## src/rtl/pipeline_ctrl_pkg.sv

```systemverilog
// Shared types and constants for the pipeline hazard/sequencing controller.
package pipeline_ctrl_pkg;

    typedef enum logic [1:0] {
        StRun     = 2'd0,
        StMemWait = 2'd1,
        StRetWait = 2'd2,
        StError   = 2'd3
    } ctrl_state_e;

    localparam logic [1:0] PC_SEQ    = 2'd0;
    localparam logic [1:0] PC_BRANCH = 2'd1;
    localparam logic [1:0] PC_RET    = 2'd2;

    localparam int unsigned DEFAULT_REG_ADDR_W = 5;

endpackage

```

## src/rtl/pipeline_ctrl_hazard_detect.sv

```systemverilog
// Load-use comparator: an EX-stage load whose enabled destination feeds a used ID operand.
module hazard_detect
    import pipeline_ctrl_pkg::*;
#(
    parameter int unsigned REG_ADDR_W = DEFAULT_REG_ADDR_W
) (
    input  logic [REG_ADDR_W-1:0] id_src_top_addr_i,
    input  logic [REG_ADDR_W-1:0] id_src_bot_addr_i,
    input  logic                  id_src_top_used_i,
    input  logic                  id_src_bot_used_i,
    input  logic [REG_ADDR_W-1:0] ex_dst_top_addr_i,
    input  logic [REG_ADDR_W-1:0] ex_dst_bot_addr_i,
    input  logic [1:0]            ex_wen_i,
    input  logic                  ex_is_load_i,
    output logic                  stall_o
);

    logic top_hit;
    logic bot_hit;

    // Either source may collide with either destination.
    assign top_hit = id_src_top_used_i &
                     ((ex_wen_i[0] & (id_src_top_addr_i == ex_dst_top_addr_i)) |
                      (ex_wen_i[1] & (id_src_top_addr_i == ex_dst_bot_addr_i)));
    assign bot_hit = id_src_bot_used_i &
                     ((ex_wen_i[0] & (id_src_bot_addr_i == ex_dst_top_addr_i)) |
                      (ex_wen_i[1] & (id_src_bot_addr_i == ex_dst_bot_addr_i)));

    assign stall_o = ex_is_load_i & (top_hit | bot_hit);

endmodule

```

## src/rtl/pipeline_ctrl.sv

```systemverilog
// Hazard and sequencing controller for the 5-stage pipeline (Mealy outputs).
// Define MEM_TIMEOUT_EN to enable the memory-wait timeout and the sticky ERROR state.
module pipeline_ctrl
    import pipeline_ctrl_pkg::*;
#(
    parameter int unsigned REG_ADDR_W  = DEFAULT_REG_ADDR_W,
    parameter int unsigned MEM_TIMEOUT = 64,
    parameter int unsigned RET_DRAIN   = 3
) (
    input  logic                  clock_i,
    input  logic                  nreset_i,
    input  logic [REG_ADDR_W-1:0] id_src_top_addr_i,
    input  logic [REG_ADDR_W-1:0] id_src_bot_addr_i,
    input  logic                  id_src_top_used_i,
    input  logic                  id_src_bot_used_i,
    input  logic                  id_is_ret_i,
    input  logic [REG_ADDR_W-1:0] ex_dst_top_addr_i,
    input  logic [REG_ADDR_W-1:0] ex_dst_bot_addr_i,
    input  logic [1:0]            ex_wen_i,
    input  logic                  ex_is_load_i,
    input  logic                  mem_req_i,
    input  logic                  mem_ack_i,
    input  logic                  branch_taken_i,
    output logic                  pc_en_o,
    output logic                  if_id_en_o,
    output logic                  id_ex_en_o,
    output logic                  ex_mem_en_o,
    output logic                  mem_wb_en_o,
    output logic                  if_id_flush_o,
    output logic                  id_ex_flush_o,
    output logic                  mem_wb_flush_o,
    output logic [1:0]            pc_sel_o,
    output logic                  mem_busy_o,
    output logic                  timeout_err_o
);

    localparam int unsigned WaitW   = $clog2(MEM_TIMEOUT + 1);
    localparam int unsigned RetCntW = (RET_DRAIN > 1) ? $clog2(RET_DRAIN) : 1;

    ctrl_state_e        state_q, state_d;
    ctrl_state_e        ret_state_q, ret_state_d;
    logic [RetCntW-1:0] ret_cnt_q, ret_cnt_d;
    logic [WaitW-1:0]   wait_cnt_q, wait_cnt_d;

    logic load_use;
    logic mem_stall;
    logic act_freeze, act_branch, act_lu, act_ret_hold, act_ret_fire, act_error;

    hazard_detect #(
        .REG_ADDR_W(REG_ADDR_W)
    ) u_hazard_detect (
        .id_src_top_addr_i(id_src_top_addr_i),
        .id_src_bot_addr_i(id_src_bot_addr_i),
        .id_src_top_used_i(id_src_top_used_i),
        .id_src_bot_used_i(id_src_bot_used_i),
        .ex_dst_top_addr_i(ex_dst_top_addr_i),
        .ex_dst_bot_addr_i(ex_dst_bot_addr_i),
        .ex_wen_i         (ex_wen_i),
        .ex_is_load_i     (ex_is_load_i),
        .stall_o          (load_use)
    );

    assign mem_stall = mem_req_i & ~mem_ack_i;

    // Next state plus a one-hot "action" for the output decoder.
    always_comb begin
        state_d      = state_q;
        ret_state_d  = ret_state_q;
        ret_cnt_d    = ret_cnt_q;
        wait_cnt_d   = wait_cnt_q;
        act_freeze   = 1'b0;
        act_branch   = 1'b0;
        act_lu       = 1'b0;
        act_ret_hold = 1'b0;
        act_ret_fire = 1'b0;
        act_error    = 1'b0;
        unique case (state_q)
            StRun: begin
                if (mem_stall) begin
                    act_freeze  = 1'b1;
                    state_d     = StMemWait;
                    ret_state_d = StRun;
                    wait_cnt_d  = WaitW'(1);
                end else if (branch_taken_i) begin
                    act_branch = 1'b1;
                end else if (load_use) begin
                    act_lu = 1'b1;
                end else if (id_is_ret_i) begin
                    act_ret_hold = 1'b1;
                    state_d      = StRetWait;
                    ret_cnt_d    = RetCntW'(RET_DRAIN - 1);
                end
            end
            StMemWait: begin
                if (!mem_ack_i) begin
                    act_freeze = 1'b1;
                    if (wait_cnt_q != '1) begin
                        wait_cnt_d = wait_cnt_q + WaitW'(1);
                    end
`ifdef MEM_TIMEOUT_EN
                    if (wait_cnt_q >= WaitW'(MEM_TIMEOUT)) begin
                        state_d = StError;
                    end
`endif
                end else begin
                    // Ack cycle: normal flow resumes on the held inputs.
                    state_d = ret_state_q;
                    if (branch_taken_i) begin
                        act_branch = 1'b1;
                    end else if (load_use) begin
                        act_lu = 1'b1;
                    end
                end
            end
            StRetWait: begin
                if (mem_stall) begin
                    act_freeze  = 1'b1;
                    state_d     = StMemWait;
                    ret_state_d = StRetWait;
                    wait_cnt_d  = WaitW'(1);
                end else if (ret_cnt_q == '0) begin
                    act_ret_fire = 1'b1;
                    state_d      = StRun;
                end else begin
                    act_ret_hold = 1'b1;
                    ret_cnt_d    = ret_cnt_q - RetCntW'(1);
                end
            end
            StError: begin
`ifdef MEM_TIMEOUT_EN
                act_error = 1'b1;
`else
                state_d = StRun;
`endif
            end
            default: state_d = StRun;
        endcase
    end

    always_comb begin
        pc_en_o        = 1'b1;
        if_id_en_o     = 1'b1;
        id_ex_en_o     = 1'b1;
        ex_mem_en_o    = 1'b1;
        mem_wb_en_o    = 1'b1;
        if_id_flush_o  = 1'b0;
        id_ex_flush_o  = 1'b0;
        mem_wb_flush_o = 1'b0;
        pc_sel_o       = PC_SEQ;
        mem_busy_o     = 1'b0;
        if (!nreset_i || act_error) begin
            pc_en_o        = 1'b0;
            if_id_en_o     = 1'b0;
            id_ex_en_o     = 1'b0;
            ex_mem_en_o    = 1'b0;
            mem_wb_en_o    = 1'b0;
            if_id_flush_o  = 1'b1;
            id_ex_flush_o  = 1'b1;
            mem_wb_flush_o = 1'b1;
        end else if (act_freeze) begin
            pc_en_o        = 1'b0;
            if_id_en_o     = 1'b0;
            id_ex_en_o     = 1'b0;
            ex_mem_en_o    = 1'b0;
            mem_wb_flush_o = 1'b1;
            mem_busy_o     = 1'b1;
        end else if (act_branch) begin
            pc_sel_o      = PC_BRANCH;
            if_id_flush_o = 1'b1;
            id_ex_flush_o = 1'b1;
        end else if (act_lu) begin
            pc_en_o       = 1'b0;
            if_id_en_o    = 1'b0;
            id_ex_flush_o = 1'b1;
        end else if (act_ret_hold) begin
            pc_en_o       = 1'b0;
            if_id_flush_o = 1'b1;
        end else if (act_ret_fire) begin
            pc_sel_o      = PC_RET;
            if_id_flush_o = 1'b1;
        end
    end

`ifdef MEM_TIMEOUT_EN
    logic timeout_q;
    assign timeout_err_o = timeout_q & nreset_i;
`else
    assign timeout_err_o = 1'b0;
`endif

    always_ff @(posedge clock_i) begin
        if (!nreset_i) begin
            state_q     <= StRun;
            ret_state_q <= StRun;
            ret_cnt_q   <= '0;
            wait_cnt_q  <= '0;
`ifdef MEM_TIMEOUT_EN
            timeout_q   <= 1'b0;
`endif
        end else begin
            state_q     <= state_d;
            ret_state_q <= ret_state_d;
            ret_cnt_q   <= ret_cnt_d;
            wait_cnt_q  <= wait_cnt_d;
`ifdef MEM_TIMEOUT_EN
            timeout_q   <= timeout_q | (state_d == StError);
`endif
        end
    end

endmodule
```

## config.mk

```make
export PLATFORM = sky130hd
export DESIGN_NAME = pipeline_ctrl
export DESIGN_NICKNAME = d
export VERILOG_FILES = /design/src/rtl/pipeline_ctrl_pkg.sv /design/src/rtl/pipeline_ctrl_hazard_detect.sv /design/src/rtl/pipeline_ctrl.sv
export SDC_FILE = /design/constraint.sdc
export NUM_CORES = 1
export LEC_CHECK = 0
export ABC_AREA = 1
export CAP_MARGIN = 30
export CORE_MARGIN = 2
export CORE_UTILIZATION = 36
export DETAILED_ROUTE_END_ITERATION = 8
export GPL_TIMING_DRIVEN = 0
export HOLD_SLACK_MARGIN = 0.03
export PLACE_DENSITY_LB_ADDON = 0.3
export SETUP_SLACK_MARGIN = 0.4
export SLEW_MARGIN = 40
export SYNTH_ARGS = -nofsm -noshare
export SYNTH_HDL_FRONTEND = slang
export SYNTH_SLANG_ARGS = --single-unit
```

## constraint.sdc

```tcl
create_clock -name clock_i -period 1.19 [get_ports clock_i]
set_input_delay 0.238 -clock clock_i [delete_from_list [all_inputs] [get_ports clock_i]]
set_output_delay 0.238 -clock clock_i [all_outputs]
set_load 0.01 [all_outputs]
```

==> flow_metrics.py, run 1 <==
metrics = {
    "synth": {
        "yosys_warnings": 0,
        "yosysSeqAreaShare_pct": 12.0,
        "synth_nets": 202,
        "synth.distinct_cells": 22,
        "syn-cell-area_sq_um": 831,
        "netlist_instances": 170,
        "synth_seq_cells": 5,
        "avgSynthCellArea_sq_um": 4.89,
    },
    "critical_path": {
        "path_common_cell": "a21oi_2",
        "worstPathArrival_ns": 1.73,
        "ff2ff_setup_slack_ns": -0.67,
        "cp_slowest_cell": "dfxtp_1",
        "cpPeakStageDelay_ns": 0.35,
        "cp_max_fo": 2,
        "ff2ff_path_depth": 12,
        "start_kind": "register",
        "endpoint_kind": "output port",
        "crit_cells": 8,
        "r2r_end": "ret_cnt_q[0]",
        "crit_required_ns": 0.95,
        "worstReg2RegStart": "ret_cnt_q[1]",
        "cp_cell_sequence": "inv_1 > ha_4 > nand2_2 > o2111ai_4 > a21oi_2 > buf_4 > a21oi_2 > buf_2",
        "crit_type": "register to output port",
        "critical_path.startpoint": "ret_cnt_q[1]",
        "cpLargestDelayFamily": "compound AO/OA/AOI/OAI gates",
        "path_buf_inv": 3,
    },
    "floorplanning": {
        "row_count": 17,
        "ios": 43,
        "dieArea_sq_um": 2710,
        "die_y_um": 52.0,
        "start_util_pct": 37.9,
        "die_x_um": 52.0,
        "coreArea_sq_um": 2190,
    },
    "outcome": {
        "failed_checks": "negative setup slack",
        "outcome": "finished with violations",
    },
    "timing": {
        "finalSetupViolCount": 14,
        "fmax_mhz": 508,
        "hold-worst-slack_ns": 0.275,
        "timing.final.crit_share_pct": 166,
        "setup_ws_ns": -0.780,
        "min_period_ns": 1.97,
        "hold_viol_final": 0,
        "slew_violations": 0,
        "rsz0062_at_grt": "true",
        "fin_skew_ns": 0.0154,
    },
    "grt": {
        "grt_usage_pct": 28.7,
        "first_global_vias": 1393,
        "grt_pass1_wl_mm": 5.72,
        "overflow": 0,
        "antenna_found_initial": 0,
        "grt_start_max_net_pins": 8,
    },
    "run": {
        "drv_cap": 0,
    },
    "power_and_ir_drop": {
        "cellPowerDensity_nw_per_um2": 770,
        "p_leak_uw": 0.000993,
        "vdd_drop_max_mv": 0.836,
    },
    "layout": {
        "multiInputGateArea_sq_um": 817,
        "final_common_cell": "buf_6",
        "fillCellCount": 100,
        "area_growth_pct": 134,
        "nets": 287,
        "regArea_sq_um": 109,
        "drive_gt1_share_pct": 68.5,
        "fin_util_pct": 88.9,
        "layout_common_cells": "42 x buf_6, 41 x nand2_1, 34 x nand2_2",
        "antenna_cells": 0,
    },
    "clock_tree": {
        "cts_buffer_depth": 2,
        "cts_root_buffer": "clkbuf_4",
        "clk_pin_slew_ns": 0.06,
        "cts_tree": "done",
        "cts-buffers-inserted": 3,
        "clk_latency_ns": 0.26,
        "h-tree-depth": 1,
        "cts_sinks": 5,
    },
    "hold_path": {
        "hold_path_end": "state_q[1]",
        "hold_start": "nreset_i",
        "hp-class": "input port to register",
        "hold_depth": 3,
    },
    "placed_design": {
        "preCtsSetupSlack_ns": -1.23,
        "finalWeightedCongestion": 0.909,
        "place_hpwl_mm": 2.17,
        "numPortBuffers": 41,
    },
    "detailed_routing": {
        "totalWireLength_mm": 5.88,
        "viasPerCell": 5.92,
        "drc": 0,
        "vias": 1669,
        "drt_pre_antenna_iters": 5,
        "route.antenna.remaining_nets": 0,
        "drtIter0Drc": 116,
        "wl_per_cell_um": 20.9,
    },
}
cell families (layout without fill, tap and decap cells):
family,count (synthesis),after routing,share of synthesized area [%]
fa+ha+maj,1,1,1.51
buf+inv,35,119,17.2
other cells,1,1,0.451
simple gates,116,116,59.6
compound gates,12,12,9.19
flops,5,5,12.0
worst register-to-register path, stage by stage, from the launching register on:
cell	delay (ns)
dfxtp_1	0.35
inv_1	0.10
ha_4	0.18
nand2_2	0.10
o2111ai_4	0.14
a21oi_2	0.25
buf_4	0.17
buf_4	0.11
buf_6	0.08
buf_6	0.09
nand3_2	0.08
nand2_2	0.07
nor2_2	0.04
cell type report:
class,instances,share of cell area [%]
buffer,3,1.54
clock buffer,4,1.35
inverter,32,7.71
multi-input combinational,130,41.9
sequential,5,5.59
tap,28,1.80
timing repair buffer,80,40.1
metrics by stage:
| stage | instance area [sq um] | std cells | setup TNS, ns | power (uW) |
|---|---|---|---|---|
| global placement | 1310 | 239 | -12.36 | 724 |
| CTS | 1560 | 270 | -5.18 | 1140 |
| finish | 1950 | 282 | -8.05 | 1500 |
| floorplan | 865 | 170 | -0.446 | 501 |
| global route | 1950 | 282 | -9.32 | 1570 |
| detailed placement | 1310 | 239 | -12.88 | 738 |
sequential cells by signal (all words and copies together) (netlist names):
signal,flops
ret_cnt_q,2
state_q,2
ret_state_q,1
cell usage after synthesis:
master	count	area, sq um
nor4_1	1	6.26
nand3_1	7	35.0
conb_1	1	3.75
a21oi_1	8	40.0
a21oi_2	1	8.76
o2111ai_2	1	15.0
nand2_2	2	12.5
nand3_2	1	10.0
inv_2	8	30.0
ha_1	1	12.5
buf_4	3	22.5
inv_1	24	90.1
dfxtp_1	5	100
nor2_4	1	11.3
nand4_1	3	18.8
nor2_2	7	43.8
nand3b_1	1	7.51
o31ai_1	1	7.51
nor2_1	16	60.1
o21ai_1	1	5.00
nand2_1	76	285
nor3_1	1	5.00
what timing repair did:
item / CTS / global route
setup buffers: 27 / 12
resized for setup: 190 / 96
hold endpoints to repair: 0 / 0
endpoints found under the setup margin: 16 / 16
gates cloned: 0 / 0
hold buffers: 0 / 0
pin swaps: 42 / 60
report_power, final:
group	switching (uW)	internal, uW
combinational	542	515
sequential	27.5	190
clock	99.0	129
per-layer routing:
layer	vias to the layer above	wire length (um)	global-route usage (%)
li1	685	-	-
met2	166	2620	51.1
met1	743	1910	28.1
met4	0	631	20.2
met5	-	0	0
met3	75	722	8.05
worst max-delay path by stage:
stage,endpoint,slack (ns)
floorplan,if_id_flush_o,-0.13
global placement,if_id_flush_o,-1.20
detailed placement,if_id_flush_o,-1.23
CTS,pc_en_o,-0.52
global route,pc_en_o,-0.91
finish,pc_en_o,-0.78
No activity file was read; power rests on OpenSTA's default activity.
==> inputs of run 2 (changes only) <==
Settings changed: ABC_AREA 1 to not set, CORE_UTILIZATION 36 to 32.
==> flow_metrics.py, run 2 <==
metrics = {
    "timing": {
        "setup_ws_ns": -0.824,
        "fmax_mhz": 496,
        "fin_skew_ns": 0.00276,
        "fin_setup_tns_ns": -7.09,
        "finalSetupViolCount": 13,
        "hold_viol_final": 0,
        "timing.final.crit_share_pct": 169,
        "slew_violations": 0,
        "rsz0062_at_grt": "true",
        "min_period_ns": 2.01,
    },
    "synth": {
        "avgSynthCellArea_sq_um": 7.37,
        "synth_edf_count": 0,
        "synth_ff_type": "dfxtp_1",
        "synthTopCellsByCount": "16 x xor2_1, 9 x nand2_1, 7 x inv_1, 6 x nor2_1",
        "synth.distinct_cells": 27,
        "syn-cell-area_sq_um": 656,
        "synth_top_area_share_pct": 21.4,
        "synth_most_common_cell": "xor2_1",
        "netlist_instances": 89,
        "yosys_warnings": 0,
        "synth_area_leader_cell": "xor2_1",
        "synth_seq_cells": 5,
        "synth_top_family_by_area": "simple AND/OR/NAND/NOR gates",
        "synth_compound_area_share_pct": 11.1,
        "synth_nets": 121,
        "yosysSeqAreaShare_pct": 15.3,
        "synth-adder-area-share_pct": 1.91,
        "async_flop_share_pct": 0,
        "synth_area_leaders": "xor2_1 21%, dfxtp_1 15%, mux2i_1 6.1%, xnor2_1 5.3%, nand2_1 5.2%",
        "yosys.area_share.simple_pct": 29.8,
        "synthMuxAreaShare_pct": 6.11,
        "synth_xor_area_share_pct": 26.7,
    },
    "power_and_ir_drop": {
        "comb_power_share_pct": 53.1,
        "cellPowerDensity_nw_per_um2": 622,
        "p_clk_share_pct": 23.2,
        "p_leak_uw": 0.000566,
        "vdd_drop_max_mv": 0.780,
        "switching_power_uw": 246,
        "p_seq_share_pct": 23.6,
        "p_sw_share_pct": 31.2,
        "p_int_uw": 541,
    },
    "hold_path": {
        "hp-class": "input port to register",
        "hold_start": "nreset_i",
    },
    "layout": {
        "fillCellCount": 159,
        "antenna_cells": 0,
        "final_cells": 168,
        "final_common_cell": "buf_6",
        "nets": 174,
        "layout_common_cells": "18 x buf_6, 15 x xor2_1, 14 x buf_2",
        "reg.largest.list": "ret_cnt_q (2), state_q (2), ret_state_q (1)",
        "fin_util_pct": 65.1,
        "area_growth_pct": 92.9,
        "stdcell_area_sq_um": 1260,
        "drive_gt1_share_pct": 48.2,
    },
    "grt": {
        "first_global_vias": 862,
        "overflow": 0,
        "grt_start_max_net_pins": 11,
        "grt_usage_pct": 19.7,
        "gr-max-usage-layer": "met2",
        "grt_use_met3_pct": 3.99,
        "grt_pass1_wl_mm": 3.77,
        "grtUsageMet1_pct": 20.6,
        "antenna_found_initial": 0,
        "grt_util_met2_pct": 38.3,
    },
    "critical_path": {
        "worstReg2RegStart": "state_q[0]",
        "crit_required_ns": 0.95,
        "endpoint_kind": "output port",
        "worstPathArrival_ns": 1.78,
        "crit_type": "input port to output port",
        "cp_max_fo": 5,
        "critical_path.startpoint": "branch_taken_i",
        "start_kind": "input port",
    },
    "clock_tree": {
        "cts_tree": "done",
        "cts_hold_buf": 0,
        "clk_latency_ns": 0.23,
        "h-tree-depth": 1,
        "cts-buffers-inserted": 3,
        "cts_sinks": 5,
        "cts_root_buffer": "clkbuf_4",
        "cts_buffer_depth": 2,
        "clk_pin_slew_ns": 0.04,
    },
    "detailed_routing": {
        "route.antenna.remaining_nets": 0,
        "totalWireLength_mm": 2.15,
        "vias": 798,
        "viasPerCell": 4.75,
        "wl_per_cell_um": 12.8,
        "drt_pre_antenna_iters": 4,
        "drc": 0,
        "drtIter0Drc": 3,
    },
    "outcome": {
        "outcome": "finished with violations",
        "failed_checks": "negative setup slack",
    },
    "floorplanning": {
        "row_count": 16,
        "die_x_um": 49.3,
        "start_util_pct": 33.8,
        "die_y_um": 49.3,
        "coreArea_sq_um": 1940,
        "dieArea_sq_um": 2430,
        "ios": 43,
    },
    "placed_design": {
        "place_hpwl_mm": 1.67,
        "finalWeightedCongestion": 0.774,
        "placed_area_sq_um": 1150,
        "dp.cells": 157,
        "numPortBuffers": 41,
    },
    "run": {
        "drv_cap": 0,
    },
}
==> run 2: changes by cell type after synthesis, sizes merged, moves of 4 or more <==
cell    before  now
a21oi        9    2
inv         32    7
mux2i        0    4
nand2       78    9
nand2b       0    4
nand3        8    1
nor2        24    6
xnor2        0    4
xor2         0   16
==> run 2: final cells by class <==
class | instances | area (sq um) | area share (%)
Buffer | 5 | 58.8 | 4.65
Sequential cell | 5 | 103 | 8.11
Inverter | 7 | 28.8 | 2.27
Multi-Input combinational cell | 72 | 592 | 46.8
Clock buffer | 4 | 26.3 | 2.08
Tap cell | 27 | 33.8 | 2.67
Timing Repair Buffer | 48 | 423 | 33.4
==> run 2: kinds of logic after synthesis <==
logic type	after synthesis
AOI/OAI and AO/OA	9
xor gates and xnor gates	20
adders and majority gates	1
buffers and inverters	12
DFF	5
muxes	4
other	1
and+or+nand+nor	37
==> run 2: stage by stage <==
stage | hold slack [ns] | setup WS, ns | total power (uW)
floorplan | 0.419 | -0.482 | 361
global placement | 0.448 | -1.65 | 556
detailed placement | 0.460 | -1.71 | 563
CTS | 0.393 | -0.789 | 757
global route | 0.401 | -0.913 | 853
finish | 0.405 | -0.824 | 787
==> run 2: power groups by stage <==
stage,combinational [uW],sequential (uW),clock [uW]
CTS,381,186,191
finish,418,186,183
floorplan,175,185,0
global route,455,187,211
detailed placement,376,187,0
global placement,369,187,0
==> run 2: worst max-delay path: stages <==
cell	delay [ns]
clkdlybuf4s50_1	0.49
or4_1	0.54
o32a_4	0.24
and3_4	0.15
buf_6	0.11
==> run 2: routing by layer <==
layer  vias to the layer above  part of all wire (%)  routed length [um]
met3                         2                   4.1                  89
met2                        18                    56                1220
li1                        401                     -                   -
met4                         0                  0.88                  19
met1                       377                    39                 830
met5                         -                     0                   0
==> run 2: final timing paths <==
path / to / depth (start not counted) / slack (ns)
setup / recovery: pc_en_o / 5 / -0.82
hold / removal: ret_state_q[1] / 3 / 0.40
setup reg to reg: ret_cnt_q[1] / 6 / -0.42
hold reg to reg: ret_cnt_q[0] / 2 / 0.47
==> run 2: timing repair <==
item	in CTS	in global routing
pin swaps	26	10
setup buffers	4	3
gates resized for setup	149	19
endpoints found under the setup margin	16	16
